$ cat src/rtl/fpdiv_ctrl.sv
// Sequencing FSM for the Goldschmidt divider datapath: one initial-approximation
// phase, N_ITER two-cycle refinement iterations, then a one-cycle done pulse.
module fpdiv_ctrl #(
    parameter int unsigned N_ITER = 5
) (
    input  logic       clock,
    input  logic       reset,
    input  logic       start,
    output logic       busy,
    output logic       done,
    output logic [1:0] sel_muxa,
    output logic [1:0] sel_muxb,
    output logic       enA,
    output logic       enB,
    output logic       enC
);

    localparam logic [3:0] LastIter = 4'(N_ITER - 1);

    typedef enum logic [2:0] {
        StIdle,
        StInitN,
        StInitD,
        StIterN,
        StIterD,
        StDone
    } state_e;

    state_e     state_q, state_d;
    logic [3:0] iter_q, iter_d;

    always_ff @(posedge clock) begin
        if (reset) begin
            state_q <= StIdle;
            iter_q  <= 4'd0;
        end else begin
            state_q <= state_d;
            iter_q  <= iter_d;
        end
    end

    always_comb begin
        state_d = state_q;
        iter_d  = iter_q;
        unique case (state_q)
            StIdle: begin
                iter_d = 4'd0;
                if (start) begin
                    state_d = StInitN;
                end
            end
            StInitN: state_d = StInitD;
            StInitD: state_d = StIterN;
            StIterN: state_d = StIterD;
            StIterD: begin
                iter_d  = iter_q + 4'd1;
                state_d = (iter_q < LastIter) ? StIterN : StDone;
            end
            StDone:  state_d = StIdle;
            default: state_d = StIdle;
        endcase
    end

    // Moore outputs: decoded from the registered state only.
    always_comb begin
        busy     = 1'b1;
        done     = 1'b0;
        sel_muxa = 2'b00;
        sel_muxb = 2'b00;
        enA      = 1'b0;
        enB      = 1'b0;
        enC      = 1'b0;
        unique case (state_q)
            StIdle:  busy = 1'b0;
            StInitN: begin
                sel_muxa = 2'b10;
                sel_muxb = 2'b01;
                enC      = 1'b1;
            end
            StInitD: begin
                sel_muxa = 2'b10;
                sel_muxb = 2'b00;
                enA      = 1'b1;
                enB      = 1'b1;
            end
            StIterN: begin
                sel_muxb = 2'b11;
                enC      = 1'b1;
            end
            StIterD: begin
                sel_muxb = 2'b10;
                enA      = 1'b1;
                enB      = 1'b1;
            end
            StDone:  done = 1'b1;
            default: busy = 1'b0;
        endcase
    end

endmodule

$ cat config.mk
export PLATFORM = sky130hd
export DESIGN_NAME = fpdiv_ctrl
export DESIGN_NICKNAME = d
export VERILOG_FILES = /design/src/rtl/fpdiv_ctrl.sv
export SDC_FILE = /design/constraint.sdc
export NUM_CORES = 1
export LEC_CHECK = 0
export BUFFER_PORTS_ARGS = -buffer_cell sky130_fd_sc_hd__buf_4
export CORE_AREA = 2 2 39 41
export DETAILED_ROUTE_END_ITERATION = 8
export DIE_AREA = 0 0 41 43
export MAX_ROUTING_LAYER = met4
export SLEW_MARGIN = 20
export SYNTH_ARGS = -nofsm -noshare
export SYNTH_HDL_FRONTEND = slang
export SYNTH_SLANG_ARGS = --single-unit
$ cat constraint.sdc
create_clock -name clock -period 1.73 [get_ports clock]
set_clock_uncertainty 0.2 [all_clocks]
set_input_delay 0.346 -clock clock [delete_from_list [all_inputs] [get_ports clock]]
set_output_delay 0.346 -clock clock [all_outputs]
set_load 0.01 [all_outputs]
==> flow_summary.json <==
{
  "synth_top_cell_area_share_pct": 34.36,
  "coreArea_mm2": 0.001384,
  "cts_tree": "done",
  "path_buf_inv": 2,
  "setup_slack_ns": 0.02027,
  "via_per_inst": 4.741,
  "layout.nets": 70,
  "start_util_pct": 29.48,
  "syn_area_um2": 407.9,
  "crit_type": "flop to output port",
  "drtIter0Drc": 10,
  "ys.flop_type": "dfxtp_1",
  "antenna_cells": 0,
  "ff2ff_path_depth": 3,
  "hold_buffers": 0,
  "drt-pass1-iter-count": 4,
  "r2r_slack_ns": 0.16,
  "die_w_um": 41,
  "clk_pin_slew_worst_paths_ns": 0.06,
  "status": "completed",
  "syn2layout_area_growth_pct": 38.04,
  "fin_crit_ns": 1.710,
  "fillCellCount": 140,
  "cp_max_fo": 6,
  "dp_hpwl_um": 568.7,
  "max_cap_viol_count": 0,
  "power_density_mw_per_mm2": 872.6,
  "antenna_left": 0,
  "endpoint_kind": "output port",
  "syn_inst": 52,
  "holdPathEnd": "state_q[2]$_SDFFE_PP0P_",
  "first_global_vias": 313,
  "cts_root_buf": "clkbuf_4",
  "leakagePower_nw": 0.2388,
  "synth_cell_type_count": 24,
  "ir_drop_mv": 0.4263,
  "synth.avg_cell_area_um2": 7.844,
  "gp_congestion": 0.7582,
  "globalRouteTotalUtil_pct": 10.93,
  "hold_depth": 2,
  "ys_warn_count": 0,
  "drive_gt1_share_pct": 38.46,
  "p_total_mw": 0.4913,
  "timing.rr.end": "iter_q[3]$_SDFFE_PP0P_",
  "vias": 384,
  "synth_area_leaders": "dfxtp_1, a21oi_1, nand2_1",
  "hp-class": "input port to flop",
  "overflow": 0,
  "ioPinCount": 12,
  "synth_top_cell_by_area": "dfxtp_1",
  "row_count": 14,
  "setup_viol": 0,
  "grt_max_degree": 18,
  "min_from": "reset",
  "final_max_slew_viol_count": 0,
  "htree_num_levels": 1,
  "synth-seq-area-share_pct": 34.36,
  "timing.rr.start": "state_q[0]$_SDFFE_PP0P_",
  "design_area_um2": 563.0,
  "cts.sinks": 7,
  "arrival_ns": 1.16,
  "wl_um": 826,
  "grt_setup_unrepaired": "true",
  "synth-edff-count": 0,
  "syn_nets": 56,
  "synthArstFlopShare_pct": 0,
  "clockBufferDepth": 2,
  "numCtsBuffers": 3,
  "cp_cell_sequence": "buf_6 -> xnor2_1 -> nor2_1 -> buf_4",
  "dieHeight_um": 43,
  "worstPathRequired_ns": 1.18,
  "antenna_found_initial": 0,
  "hold_viol_final": 0,
  "cpMaxStageDelayCell": "dfxtp_4",
  "io_buffers": 10,
  "fmax_ghz": 0.5849,
  "grt_pass1_wl_mm": 1.262,
  "wire_per_inst_um": 10.20,
  "insertion_delay_ns": 0.26,
  "dpl_cell_area_um2": 479.2,
  "start_kind": "flop",
  "synth_commonest_cells": "dfxtp_1, nand2_1, nor2_1",
  "min_period_over_period_pct": 98.83,
  "ys_ff_latch": 7,
  "critPathTopFamily": "flip-flops",
  "slowest_delay_ns": 0.36,
  "synth_most_common_cell": "dfxtp_1",
  "drc": 0,
  "dieArea_mm2": 0.001763,
  "post-place-ws_ns": 0.1039
}
## routing by layer
| layer | global-route usage (%) | routed length (um) | vias up | share of wire (%) |
|---|---|---|---|---|
| li1 | - | - | 201 | - |
| met1 | 12.94 | 384 | 167 | 46 |
| met2 | 15.94 | 352 | 14 | 43 |
| met3 | 4.712 | 74 | 2 | 9.0 |
| met4 | 4.000 | 14 | 0 | 1.7 |
| met5 | - | 0 | - | 0 |
## placed cells by master, fill, tap and decap left out
master / n
nor3_1: 1
nor2_1: 4
o21ba_2: 1
buf_4: 13
clkbuf_1: 1
nor2b_4: 1
and3_1: 1
clkbuf_4: 3
or4b_1: 1
o21ai_0: 1
buf_6: 2
nor2_2: 1
a31oi_1: 1
nand3_1: 3
nand2_1: 6
nor4b_1: 2
nor2_4: 1
conb_1: 1
ha_1: 1
nor2b_1: 2
xnor2_1: 2
a21oi_1: 5
dfxtp_1: 5
nand3b_1: 1
or2_4: 1
a2111oi_0: 1
and3b_1: 1
dfxtp_4: 2
## through the flow
step	std cells	utilization (%)	setup TNS [ns]	hold WS [ns]
3_3_place_gp	74	34.63	0	0.2668
5_1_grt	81	40.69	-0.02034	0.09981
2_1_floorplan	52	-	0	0.2151
4_1_cts	78	37.25	-0.0007662	0.09093
3_5_place_dp	74	34.63	0	0.2686
6_report	81	40.69	0	0.09641
## logic make-up (layout without fill, tap and decap cells)
kind of cell               count (synthesis)  count (layout)  share of synthesized area [%]
adders and majority gates                  1               1                          3.067
buffers and inverters                      6              19                          9.507
xor gates and xnor gates                   2               2                          4.295
DFF                                        7               7                          34.35
other                                      1               1                         0.9194
AOI/OAI and AO/OA                          9               9                          13.50
and+or+nand+nor                           26              26                          34.36
## worst reg2reg max path, stage by stage, from the launching register on
cell     delay (ns)
dfxtp_4        0.36
or2_4          0.25
or4b_1         0.50
a31oi_1        0.19
## where the power goes
part,switching [mW],total [mW],internal [mW],leakage [nW]
combinational,0.0718,0.160,0.0883,0.166
clock,0.0651,0.153,0.0883,0.0150
sequential,0.00995,0.178,0.168,0.0582
total,0.147,0.491,0.344,0.239
## how the worst max path moves through the flow
stage               cells after the start                endpoint  slack, ns               startpoint
floorplan                               4                     enB       0.04  state_q[2]$_SDFFE_PP0P_
global placement                        3  iter_q[3]$_SDFFE_PP0P_       0.13  state_q[0]$_SDFFE_PP0P_
detailed placement                      3  iter_q[3]$_SDFFE_PP0P_       0.10  state_q[0]$_SDFFE_PP0P_
CTS                                     5             sel_muxb[1]    -0.0008  state_q[0]$_SDFFE_PP0P_
global route                            4             sel_muxa[1]      -0.02  state_q[0]$_SDFFE_PP0P_
finish                                  4             sel_muxa[1]       0.02  state_q[0]$_SDFFE_PP0P_
## cell type report
| type | instances | area [um2] | share of cell area, % |
|---|---|---|---|
| flip-flops and latches | 7 | 147.6 | 26.22 |
| clock buffers | 4 | 26.28 | 4.667 |
| repair buffers | 15 | 120.1 | 21.33 |
| well taps | 16 | 20.02 | 3.556 |
| multi-input cells | 39 | 249.0 | 44.22 |
## repair_timing
action	4_1_cts	5_1_grt
resized for setup	5	7
buffers inserted	0	3
pin swaps	0	4
setup endpoints to repair	5	5
## registers in the layout, summed over array words and instances (netlist names)
signal	cells
iter_q	4
state_q	3
Note: power is estimated with default switching activity, not from simulation.
